$ cat config.mk
export PLATFORM = sky130hd
export DESIGN_NAME = forwarding_unit
export DESIGN_NICKNAME = d
export VERILOG_FILES = /design/src/rtl/fu_pkg.sv /design/src/rtl/fu_decode.sv /design/src/rtl/forwarding_unit.sv
export SDC_FILE = /design/constraint.sdc
export NUM_CORES = 1
export LEC_CHECK = 0
export CORE_UTILIZATION = 30
export CTS_CLUSTER_SIZE = 40
export DETAILED_ROUTE_END_ITERATION = 8
export DONT_BUFFER_PORTS = 1
export GPL_TIMING_DRIVEN = 1
export PLACE_DENSITY = 0.44
export SLEW_MARGIN = 20
export SYNTH_ARGS = -nofsm -noshare
export SYNTH_HDL_FRONTEND = slang
export SYNTH_SLANG_ARGS = --single-unit
$ cat constraint.sdc
create_clock -name clk -period 2.4 [get_ports clk]
set_input_delay 0.48 -clock clk [delete_from_list [all_inputs] [get_ports clk]]
set_output_delay 0.48 -clock clk [all_outputs]
set_load 0.005 [all_outputs]
$ cat src/rtl/fu_pkg.sv
// fu_pkg: ISA field, opcode and forward-code constants shared by the forwarding unit.
package fu_pkg;
  localparam int IW = 16;
  localparam int FW = 3;
  localparam int OPC_LSB = 12;
  localparam int OP1_LSB = 8;
  localparam int OP2_LSB = 4;
  localparam int FN_LSB = 0;
  localparam int FN_IMM_BIT = 3;
  localparam logic [3:0] OP_ALU = 4'h0;
  localparam logic [3:0] OP_NOP = 4'h2;
  localparam logic [3:0] OP_LW = 4'h8;
  localparam logic [3:0] OP_SW = 4'hb;
  localparam logic [3:0] FN_MULT = 4'h4;
  localparam logic [3:0] FN_DIV = 4'h5;
  localparam logic [FW-1:0] FWD_RF = 3'd0;
  localparam logic [FW-1:0] FWD_EXMEM = 3'd1;
  localparam logic [FW-1:0] FWD_MEMWB = 3'd2;
  localparam logic [FW-1:0] FWD_EXMEM_HI = 3'd3;
  localparam logic [FW-1:0] FWD_MEMWB_HI = 3'd4;
  localparam logic [FW-1:0] FWD_WB = 3'd5;
  typedef struct packed {
    logic       writes_op1;
    logic [3:0] dest;
    logic       writes_r0;
    logic       reads_a;
    logic [3:0] src_a;
    logic       reads_b;
    logic [3:0] src_b;
    logic       is_load;
  } dec_t;
  // Rules 1-4: secondary (R0) results outrank primary ones, and loads never forward from EX/MEM.
  function automatic logic [FW-1:0] fwd_sel(input logic rd, input logic [3:0] src, input dec_t idex, input dec_t exmem);
    if (!rd) return FWD_RF;
    if (idex.writes_r0 && src == 4'd0) return FWD_EXMEM_HI;
    if (idex.writes_op1 && idex.dest == src && !idex.is_load) return FWD_EXMEM;
    if (exmem.writes_r0 && src == 4'd0) return FWD_MEMWB_HI;
    if (exmem.writes_op1 && exmem.dest == src) return FWD_MEMWB;
    return FWD_RF;
  endfunction
endpackage

$ cat src/rtl/fu_decode.sv
// fu_decode: maps one instruction to its register reads and writes; unknown opcodes read and write nothing.
module fu_decode
  import fu_pkg::*;
(
  input  logic [IW-1:0] ir,
  output dec_t          d
);
  logic [3:0] opc, op1, op2, fn;
  logic       md;
  assign opc = ir[OPC_LSB +: 4];
  assign op1 = ir[OP1_LSB +: 4];
  assign op2 = ir[OP2_LSB +: 4];
  assign fn  = ir[FN_LSB +: 4];
  assign md  = fn == FN_MULT || fn == FN_DIV;
  always_comb begin
    d = '0;
    case (opc)
      OP_ALU: begin
        d.writes_op1 = 1'b1;
        d.dest       = op1;
        d.writes_r0  = md;
        d.reads_a    = 1'b1;
        d.src_a      = op1;
        d.reads_b    = !fn[FN_IMM_BIT];
        d.src_b      = op2;
      end
      OP_LW: begin
        d.writes_op1 = 1'b1;
        d.dest       = op1;
        d.reads_a    = 1'b1;
        d.src_a      = op2;
        d.is_load    = 1'b1;
      end
      OP_SW: begin
        d.reads_a = 1'b1;
        d.src_a   = op2;
        d.reads_b = 1'b1;
        d.src_b   = op1;
      end
      default: d = '0;
    endcase
  end
endmodule

$ cat src/rtl/forwarding_unit.sv
// forwarding_unit: registered ALU operand forward selects; FU_WB_BYPASS_EN adds the MEM/WB bypass (code 5).
module forwarding_unit
  import fu_pkg::*;
(
  input  logic          clk,
  input  logic          rst,
  input  logic [IW-1:0] IFIDIR,
  input  logic [IW-1:0] IDEXIR,
  input  logic [IW-1:0] EXMEMIR,
  input  logic [IW-1:0] MEMWBIR,
  output logic [FW-1:0] ForwardA,
  output logic [FW-1:0] ForwardB
);
  dec_t ifid, idex, exmem;
  logic [FW-1:0] fa, fb;
  logic unused_dec;
  fu_decode u_ifid  (.ir(IFIDIR),  .d(ifid));
  fu_decode u_idex  (.ir(IDEXIR),  .d(idex));
  fu_decode u_exmem (.ir(EXMEMIR), .d(exmem));
`ifdef FU_WB_BYPASS_EN
  dec_t memwb;
  logic [FW-1:0] ba, bb;
  fu_decode u_memwb (.ir(MEMWBIR), .d(memwb));
  assign ba = fwd_sel(ifid.reads_a, ifid.src_a, idex, exmem);
  assign bb = fwd_sel(ifid.reads_b, ifid.src_b, idex, exmem);
  // Only reached when nothing younger claimed the register.
  assign fa = (ifid.reads_a && ba == FWD_RF && ((memwb.writes_op1 && memwb.dest == ifid.src_a) || (memwb.writes_r0 && ifid.src_a == 4'd0))) ? FWD_WB : ba;
  assign fb = (ifid.reads_b && bb == FWD_RF && ((memwb.writes_op1 && memwb.dest == ifid.src_b) || (memwb.writes_r0 && ifid.src_b == 4'd0))) ? FWD_WB : bb;
  assign unused_dec = ^{ifid.writes_op1, ifid.dest, ifid.writes_r0, ifid.is_load,
                        idex.reads_a, idex.src_a, idex.reads_b, idex.src_b,
                        exmem.reads_a, exmem.src_a, exmem.reads_b, exmem.src_b,
                        memwb.reads_a, memwb.src_a, memwb.reads_b, memwb.src_b, memwb.is_load};
`else
  assign fa = fwd_sel(ifid.reads_a, ifid.src_a, idex, exmem);
  assign fb = fwd_sel(ifid.reads_b, ifid.src_b, idex, exmem);
  assign unused_dec = ^{ifid.writes_op1, ifid.dest, ifid.writes_r0, ifid.is_load,
                        idex.reads_a, idex.src_a, idex.reads_b, idex.src_b,
                        exmem.reads_a, exmem.src_a, exmem.reads_b, exmem.src_b, MEMWBIR};
`endif
  always_ff @(posedge clk) begin
    if (rst) begin
      ForwardA <= FWD_RF;
      ForwardB <= FWD_RF;
    end else begin
      ForwardA <= fa;
      ForwardB <= fb;
    end
  end
endmodule

[Word level (Yosys, flattened, before mapping)]
Cells that the tools add are included.
Cells by class
  eq/ne operators: 12
  mux-type cells: 55
  reduce and logical (&&, ||, !) cells: 22
Operators by type and width (count)
  $mux 3: 20
  $mux 1: 31
  $logic_not 4->1: 5
  $pmux 5 s2: 2
  $eq 4x3->1 const B: 4
  $eq 4x4->1: 4
  $eq 4x4->1 const B: 4
  $logic_and 1x1->1: 10
  $mux 5: 2
  $reduce_or 2->1: 3
  $logic_not 1->1: 2
  $logic_or 1x1->1: 2
Word-level totals
  flip-flop bits (word level): 6
  input port bits: 66

[Longest topological paths before layout]
Gate-level depths: netlist of run 1.
  word-level depth: 21
  depth in mapped cells: 7

[Modules after synthesis]
A second synthesis of run 1 with hierarchy kept.
Unflattened totals
  cell total of the unflattened synthesis: 179
  area total of the unflattened synthesis: 1325.0 µm²
By module, submodules not included
  fu_decode: times used 3, cells an instance 43, area an instance 294.0 µm²
  forwarding_unit: times used 1, cells an instance 50, area an instance 442.9 µm²

[Least setup slack after synthesis of run 1]
OpenSTA, ideal clock, no wires.
  path type: input to register
  start: in IFIDIR[12]
  end: reg ForwardB[1]
  arrival: 1.802 ns
  slack: 0.482 ns
  cell stages on the path: 7
  cell sequence: buf_6 -> or4b_4 -> a21oi_4 -> xor2_1 -> nor2_1 -> nand4_2 -> a31o_1
On the way
  longest elaborated chain between the ends: 14
  elaborated cells between the ends (all ways): 34
  those cells by class: eq/ne: 3; mux: 24; reduce/logical: 7
Ends and longest elaborated chain
  from (decl): line forwarding_unit.sv:7  | input logic [IW-1:0] IFIDIR,
  $eq 4x4->1 or $logic_not 4->1 (tied branches)
  $pmux 5 s2 (*): line fu_decode.sv:17  | case (opc)
  $eq 4x4->1: line fu_pkg.sv:38  | if (exmem.writes_op1 && exmem.dest == src) return FWD_MEMWB;
  $logic_and 1x1->1: line fu_pkg.sv:38
  $mux 1 (2 in a row): line fu_pkg.sv:38
  $mux 1: line fu_pkg.sv:37  | if (exmem.writes_r0 && src == 4'd0) return FWD_MEMWB_HI;
  $mux 1: line fu_pkg.sv:36  | if (idex.writes_op1 && idex.dest == src && !idex.is_load) return FWD_EXMEM;
  $mux 1: line fu_pkg.sv:35  | if (idex.writes_r0 && src == 4'd0) return FWD_EXMEM_HI;
  $mux 3: line fu_pkg.sv:39  | return FWD_RF;
  $mux 3: line fu_pkg.sv:38
  $mux 3: line fu_pkg.sv:37
  $mux 3: line fu_pkg.sv:36
  $mux 3 (*): line fu_pkg.sv:35
  to (signal assigned): line forwarding_unit.sv:43  | ForwardB <= FWD_RF;
  to (signal assigned): line forwarding_unit.sv:46  | ForwardB <= fb;
  to (decl): line forwarding_unit.sv:12  | output logic [FW-1:0] ForwardB
Every way passes the cells marked *; elsewhere a longest branch is shown, timed or not. The select of a mux whose other input is x is not followed.
A chain may end at the register's enable or synchronous reset.

[Worst setup path after layout of run 1]
Same ends and word-level chain as after synthesis.

==> results.md, run 1 <==
* Outcome: completed
* Clk buf depth at 2
* Worst-Margin Slew at 0.550 ns
* Dpl cell area at 863 um^2
* Slowest cell on crit path: or4b_1
* NetSw at 65.3 uW
* RSZ-0062 raised after global routing: false
* Via count at 708
* Max-cap viol count at 0
* Crit-path leading delay family: simple AND/OR/NAND/NOR gates
* Final core utilization at 0.324
* Crit-path max cell delay at 0.52 ns
* Layout cells sized above 1 at 0.237
* Clock slew seen by the registers of the worst setup and hold paths at 0.04 ns
* Cell Pwr Density at 292 mW/mm^2
* Power Total at 259 uW
* First-pass GRT wire length at 3170 um
* Critical Path RT at 2.52 ns
* Gr ovfl total at 0
* Dpl hpwl at 1680 um
* P_int at 193 uW
* CTS resizes at 0
* Syn Area/Cell at 9.20 um^2
* Crit-path cells: or4b_1 -> a21oi_1 -> xnor2_1 -> nand4_2 -> a31o_1
* Share of the synthesized area in the top cell type at 0.140
* Compound-cell area share of the yosys netlist at 0.272
* Mapped Cells at 93
* Largest family of logic cells by synthesized area: simple AND/OR/NAND/NOR gates
* Fmax at 0.549 GHz
* Worst setup EP type: flip-flop
* Finished Cell Area at 886 um^2
* Min Hold Slack at 0.491 ns
* Initial core utilization at 0.313
* Synthesized area at 856 um^2
* CP Launch Type: input pin
* Final critical-path setup slack at 0.578 ns
* DRT iter0 DRCs at 8
* CP Buf/Inv Count at 0
* GRT Util Overall at 0.129
* DRC at 0
* Clock Sinks at 6
* CTS tree: yes
* Gate power share at 0.281
* Worst VDD drop at 194 uV
* Post-synthesis mux area share at 0.0468
* Routed WL at 1980 um
* Post-synth ARST share at 0
* Distinct cells, synth at 42
* Post-synthesis simple-gate area fraction at 0.345
* Die H at 55.4 um
* Cell taking the most area after synthesis: dfxtp_1
* Avg WL per Cell at 15.9 um
* Ports at 72
* Final worst path period share at 0.759
* Setup TNS at 0 ns
* XOR/XNOR Fraction of Synth Area at 0.133
* Pleak at 0.277 nW
* CP Class: input pin to flip-flop
* Vias per inst at 5.71
* Sequential Power Share at 0.388
* Max-slew headroom at 0.630
* Post-synthesis sequential area ratio at 0.140
* I/O Buffers at 0
* Top_reg_cell synth: dfxtp_1
* Fin. Hold Viols at 0
* Antenna cells at 0
* Drt pass-1 iters at 4
* Top cell types by occurrence after synthesis: xnor2_1 (8), dfxtp_1 (6), a21oi_1 (5), nand2_1 (5), xor2_1 (5)
* H-tree lvl count at 1
* Setup Fix Bufs, Post-CTS at 0
* Min cycle time layout at 1.82 ns
* Row Count at 19
* Synth warn at 0
* Area Growth Syn to Fin at 3.51%
* Clock share of power at 0.331
* Final GP Congestion at 0.754
* Net Sw Frac at 0.253
* Mapped Nets at 159
* Final setup fails at 0
* Finished Layout Cells at 124
* Most common cell in the netlist: xnor2_1
* Post-DRT Antenna Nets at 0
* Worst hold path class: input pin to flip-flop
* Ranking of synthesized cells by area: dfxtp_1 (14%), xnor2_1 (8.2%), o32ai_2 (7.6%)
* Core area at 0.00273 mm^2
* CTS Buf Count at 3
* Post-synth EDFFs at 0
* Number of global-route vias before repair at 677
* Synth Area in Adders at 0
* Root Buffer: clkbuf_4
* Die Footprint at 0.00307 mm^2
* Register bit total from synthesis at 6
* Data arrival time of the worst path at 1.94 ns
* Setup Slack @ Placement at 0.341 ns
* Hold Buf Count CTS at 0
* Chip width at 55.4 um
* Crit-path max FO at 12
* Initial antenna violation count at 0
* Slew Limit Fails at 0
* Largest net degree at the start of global routing at 15
* Cell total after placement at 121
* Nets@finish at 161
==> power groups by stage <==
stage / clock, mW / combinational, mW / sequential, mW
after floorplan: 0 / 0.0784 / 0.102
after global placement: 0 / 0.0727 / 0.102
after detailed placement: 0 / 0.0740 / 0.102
after CTS: 0.0911 / 0.0742 / 0.100
after global routing: 0.0938 / 0.0812 / 0.100
final: 0.0855 / 0.0728 / 0.100
==> state kept, by name, indices dropped and copies added, names as in the netlist <==
signal and flops:
ForwardA 3, ForwardB 3
==> path summary, 6_finish.rpt <==
kind | from | to | slack, ns | cells after the start
max | IFIDIR[12] | ForwardB[1] | 0.58 | 5
min | EXMEMIR[11] | ForwardA[1] | 0.49 | 3
==> per-layer routing <==
| layer | wire [um] | vias to the layer above | track usage |
|---|---|---|---|
| met5 | 0 | - | 0 |
| met1 | 880 | 328 | 0.167 |
| li1 | - | 361 | - |
| met2 | 998 | 19 | 0.222 |
| met4 | 0 | 0 | 0.0321 |
| met3 | 98 | 0 | 0.0211 |
==> layout make-up <==
type	count	area, um^2
Multi-Input combinational cell	79	682
Tap cell	31	38.8
Inverter	4	15.0
Timing Repair Buffer	1	7.51
Fill cell	299	1850
Sequential cell	6	120
Clock buffer	3	22.5
==> kinds of logic (layout without fill, tap and decap cells) <==
family	count (synthesis)	after routing
AOI/OAI and AO/OA	22	22
xor gates and xnor gates	13	13
buffers and inverters	8	8
DFF	6	6
and+or+nand+nor	40	40
muxes	4	4
==> placed cells by master, fill, tap and decap left out, types with 2 or more instances in the layout <==
cell and instances:
xnor2_1 8, dfxtp_1 6, xor2_1 5, nand2_1 5
a21oi_1 5, inv_1 4, mux2i_1 4, o32ai_2 4
nor2_1 4, nand2b_1 4, nand4_1 4, or4b_1 3
nor3_1 3, clkbuf_4 3, nand3_1 2, or4b_4 2
nor4_1 2
(Power assumes the default switching activity.)
==> run 2: changes to the inputs <==
Clock period 2.4 ns to 1.75 ns, I/O delays scaled along.
==> results.md, run 2 (synthesis gave the netlist of run 1 again) <==
* Outcome: completed
* CTS tree: yes
* Min Hold Slack at 0.350 ns (-0.141 ns)
* Chip width at 55.4 um (unchanged)
* Final worst path period share at 0.935
* Finished Cell Area at 961 um^2 (+8.5%)
* Initial core utilization at 0.313 (unchanged)
* Avg WL per Cell at 14.9 um (-6.3%)
* Area of the multi-input gates at 697 um^2 (+2.2%)
* Clock Sinks at 6 (unchanged)
* Area Growth Syn to Fin at 12.3%
* Largest regs: ForwardA: 3 flops, ForwardB: 3 flops
* I/O Buffers at 0 (unchanged)
* Layout cells sized above 1 at 0.307 (+0.0704)
* Clock share of power at 0.319 (-0.012)
* DRC at 0 (unchanged)
* Row Count at 19 (unchanged)
* Fmax at 0.611 GHz
* Worst VDD drop at 344 uV (+78%)
* Min cycle time layout at 1.64 ns
* Dpl hpwl at 1710 um (+1.5%)
* Grt met2 use at 0.212 (-0.0103)
* Die Footprint at 0.00307 mm^2 (unchanged)
* Cell Pwr Density at 386 mW/mm^2 (+32%)
* First-pass GRT wire length at 3240 um (+2.2%)
* Data arrival time of the worst path at 1.75 ns (-0.19 ns)
* H-tree lvl count at 1 (unchanged)
* Pleak at 0.311 nW (+12%)
* Clock slew seen by the registers of the worst setup and hold paths at 0.04 ns (about the same)
* Die H at 55.4 um (unchanged)
* Number of global-route vias before repair at 721 (+6.5%)
* Critical path's most frequent cell: o32ai_2
* Slowest cell on crit path: or3_4
* Nets@finish at 169 (+5.0%)
* Grt peak-use layer: met2
* Ports at 72 (unchanged)
* Clk buf depth at 2 (unchanged)
* Gr ovfl total at 0 (unchanged)
* DRT iter0 DRCs at 21 (+13)
* Gate power share at 0.310 (+0.029)
* CP Launch Type: input pin
* CP Class: input pin to flip-flop
* P_int at 276 uW (+43%)
* Worst setup EP type: flip-flop
* Crit-path cells: or3_4 -> o32ai_2 -> xnor2_1 -> nand3_1 -> nor3_2 -> o32ai_2
* Root Buffer: clkbuf_4
* Final GP Congestion at 0.841 (+12%)
* Worst-Margin Slew at 0.484 ns (-0.0657 ns)
* Vias per inst at 5.70 (-0.22%)
* Most common cell after layout, fill and taps aside: buf_4
* Drt pass-1 iters at 4 (unchanged)
* # fillers at 297 (-0.67%)
* CTS resizes at 0 (unchanged)
* Sequential Power Share at 0.371 (-0.017)
* Critical Path RT at 1.86 ns (-0.66 ns)
* CTS Buf Count at 3 (unchanged)
* Dpl cell area at 938 um^2 (+8.7%)
* Worst hold path class: input pin to flip-flop
* Setup Fix Bufs, Post-CTS at 0 (unchanged)
* Fin. Hold Viols at 0 (unchanged)
* Setup Slack @ Placement at -0.153 ns (-0.494 ns)
* RSZ-0062 raised after global routing: false
* NetSw at 95.2 uW (+46%)
* Sequential Area at 120 um^2 (unchanged)
* Final critical-path setup slack at 0.113 ns (-0.465 ns)
* Antenna cells at 0 (unchanged)
* Crit-path max cell delay at 0.42 ns (-0.10 ns)
* Setup TNS at 0 ns (unchanged)
* Met1 Track Usage GR at 0.171 (+0.00408)
* Met3 usage at 0.0468 (+0.0258)
* Max-slew headroom at 0.674 (+0.0442)
* Max-cap viol count at 0 (unchanged)
* Slew Limit Fails at 0 (unchanged)
* Largest net degree at the start of global routing at 15 (unchanged)
* Crit-path max FO at 12 (unchanged)
* Via count at 752 (+6.2%)
* Final core utilization at 0.351 (+0.0275)
* Net Sw Frac at 0.256 (+0.00387)
* Initial antenna violation count at 0 (unchanged)
* Hold Buf Count CTS at 0 (unchanged)
* Most frequent cells in the layout: buf_4 (9), xnor2_1 (8), dfxtp_1 (6)
* GRT Util Overall at 0.130 (+0.000918)
* Routed WL at 1970 um (-0.20%)
* Final setup fails at 0 (unchanged)
* Post-DRT Antenna Nets at 0 (unchanged)
* Core area at 0.00273 mm^2 (unchanged)
run 2: layer usage:
metal | routed length [um] | part of all wire
met5 | 0 | 0
met4 | 0 | 0
met1 | 891 | 0.45
met2 | 908 | 0.46
met3 | 173 | 0.088
run 2: path summary, 6_finish.rpt:
| check | startpoint | slack [ns] | endpoint | cells after the start |
|---|---|---|---|---|
| worst min-delay path | EXMEMIR[11] | 0.35 | ForwardA[1] | 3 |
| worst max-delay path | IFIDIR[12] | 0.11 | ForwardA[1] | 6 |
run 2: area by class of cell:
class | count | share of cell area
Inverter | 4 | 0.0156
Timing Repair Buffer | 9 | 0.0703
Clock buffer | 3 | 0.0234
Sequential cell | 6 | 0.125
Multi-Input combinational cell | 79 | 0.725
Tap cell | 31 | 0.0404
run 2: power groups by stage:
stage	logic [mW]	clock network (mW)	registers [mW]
global placement	0.115	0	0.140
finish	0.115	0.118	0.138
floorplan	0.111	0	0.140
CTS	0.116	0.125	0.137
detailed placement	0.116	0	0.140
global route	0.126	0.138	0.137
run 2: metrics by stage:
step / power [mW] / std cells
global placement: 0.254 / 129
detailed placement: 0.256 / 129
global route: 0.401 / 132
finish: 0.371 / 132
floorplan: 0.251 / 93
CTS: 0.379 / 132
run 2: critical path, delay by kind of cell:
kind            cells  cell delay (ns)
compound gates      2             0.40
xor+xnor            1             0.17
simple gates        3             0.83
==> run 3: changes to the inputs <==
Settings changed: TNS_END_PERCENT from default to 5.
==> results.md, run 3 (synthesis gave the netlist of run 1 again) <==
* Cell total after placement at 129 (unchanged)
* Initial antenna violation count at 0 (unchanged)
* Setup TNS at 0 ns (unchanged)
* Largest net degree at the start of global routing at 15 (unchanged)
* Hold Buf Count CTS at 0 (unchanged)
* Outcome: completed
* Die H at 55.4 um (unchanged)
* Data arrival time of the worst path at 1.76 ns (about the same)
* Worst VDD drop at 344 uV (about the same)
* Net Sw Frac at 0.255 (-0.00112)
* GRT Util Overall at 0.130 (+0.000490)
* Via count at 734 (-2.4%)
* Clk buf depth at 2 (unchanged)
* Sequential Power Share at 0.371 (about the same)
* Max-cap viol count at 0 (unchanged)
* Fmax at 0.608 GHz (-0.50%)
* Worst setup EP type: flip-flop
* Hold Path End: ForwardA[1]
* Crit. Startpoint: IFIDIR[12]
* Fin. Hold Viols at 0 (unchanged)
* First-pass GRT wire length at 3240 um (+0.22%)
* Largest regs: ForwardA: 3 flops, ForwardB: 3 flops
* Final worst path period share at 0.940 (+0.00465)
* P_int at 276 uW (about the same)
* Clock share of power at 0.320 (about the same)
* Cell Pwr Density at 386 mW/mm^2 (-0.15%)
* I/O Buffers at 0 (unchanged)
* Worst hold path class: input pin to flip-flop
* Row Count at 19 (unchanged)
* HP Start: EXMEMIR[11]
* Clock slew seen by the registers of the worst setup and hold paths at 0.04 ns (about the same)
* Initial core utilization at 0.313 (unchanged)
* Chip width at 55.4 um (unchanged)
* Ports at 72 (unchanged)
* Nets@finish at 169 (unchanged)
* Finished Layout Cells at 132 (unchanged)
* Min Hold Slack at 0.351 ns (+0.000367 ns)
* Die Footprint at 0.00307 mm^2 (unchanged)
* Setup Fix Bufs, Post-CTS at 0 (unchanged)
* Vias per inst at 5.56 (-2.4%)
* Root Buffer: clkbuf_4
* Final core utilization at 0.351 (unchanged)
* CTS Buf Count at 3 (unchanged)
* H-tree lvl count at 1 (unchanged)
* Post-DRT Antenna Nets at 0 (unchanged)
* Final setup fails at 0 (unchanged)
* DRC at 0 (unchanged)
* Worst-Margin Slew at 0.485 ns (+0.000956 ns)
* Crit-path max FO at 12 (unchanged)
* Setup Slack @ Placement at -0.159 ns (-0.00565 ns)
* Area Growth Syn to Fin at 12.3% (unchanged)
* Power Total at 371 uW (-0.15%)
* CP Launch Type: input pin
* Pleak at 0.311 nW (unchanged)
* Gate power share at 0.309 (about the same)
* Most frequent cells in the layout: buf_4 (9), xnor2_1 (8), dfxtp_1 (6)
* Antenna cells at 0 (unchanged)
* Final GP Congestion at 0.841 (about the same)
* Avg WL per Cell at 14.9 um (-0.51%)
* CP Class: input pin to flip-flop
* Dpl cell area at 938 um^2 (unchanged)
* Drt pass-1 iters at 4 (unchanged)
* Clock Sinks at 6 (unchanged)
* Layout cells sized above 1 at 0.307 (unchanged)
* Slew Limit Fails at 0 (unchanged)
* Gr ovfl total at 0 (unchanged)
* Max-slew headroom at 0.674 (about the same)
* Finished Cell Area at 961 um^2 (unchanged)
* Critical Path RT at 1.86 ns (about the same)
* Hold path depth at 3 (unchanged)
* Number of global-route vias before repair at 716 (-0.69%)
* NetSw at 94.6 uW (-0.59%)
* # fillers at 287 (-3.4%)
* Core area at 0.00273 mm^2 (unchanged)
* CTS resizes at 0 (unchanged)
* Final critical-path setup slack at 0.105 ns (-0.00814 ns)
* DRT iter0 DRCs at 17 (-19%)
* Most common cell after layout, fill and taps aside: buf_4
* Min cycle time layout at 1.65 ns (+0.00814 ns)
* Dpl hpwl at 1690 um (-1.4%)
* RSZ-0062 raised after global routing: false
* CTS tree: yes
* Routed WL at 1960 um (-0.51%)
-- run 3: cell counts in the layout (fill, tap and decap cells not counted) --
Identical to the previous run, type by type.
-- run 3: final cells by class --
cell class                      instances  area (um^2)  share of cell area
Tap cell                               31         38.8              0.0404
Multi-Input combinational cell         79          697               0.725
Timing Repair Buffer                    9         67.6              0.0703
Sequential cell                         6          120               0.125
Inverter                                4         15.0              0.0156
Clock buffer                            3         22.5              0.0234
-- run 3: layer usage --
metal / GRT usage / up-vias / wire length, um
li1: - / 380 / -
met1: 0.170 / 324 / 900
met2: 0.213 / 30 / 899
met3: 0.0492 / 0 / 163
met4: 0.0107 / 0 / 0
met5: 0 / - / 0
-- run 3: how the worst max path moves through the flow --
stage	cells after the start	slack [ns]	end
2_1_floorplan	6	-0.009	ForwardB[1]
3_3_place_gp	6	-0.17	ForwardA[1]
3_5_place_dp	6	-0.16	ForwardA[1]
4_1_cts	6	0.09	ForwardA[1]
5_1_grt	6	0.03	ForwardA[1]
6_report	6	0.10	ForwardA[1]
-- run 3: critical path: stages --
cell     delay, ns
or3_4         0.42
o32ai_2       0.27
xnor2_1       0.17
nand3_1       0.11
nor3_2        0.30
o32ai_2       0.14
-- run 3: power groups by stage --
stage	logic (mW)	clock network [mW]	registers (mW)
after CTS	0.116	0.125	0.137
after global routing	0.125	0.138	0.137
final	0.114	0.118	0.138
after floorplan	0.111	0	0.140
after global placement	0.115	0	0.140
after detailed placement	0.115	0	0.140
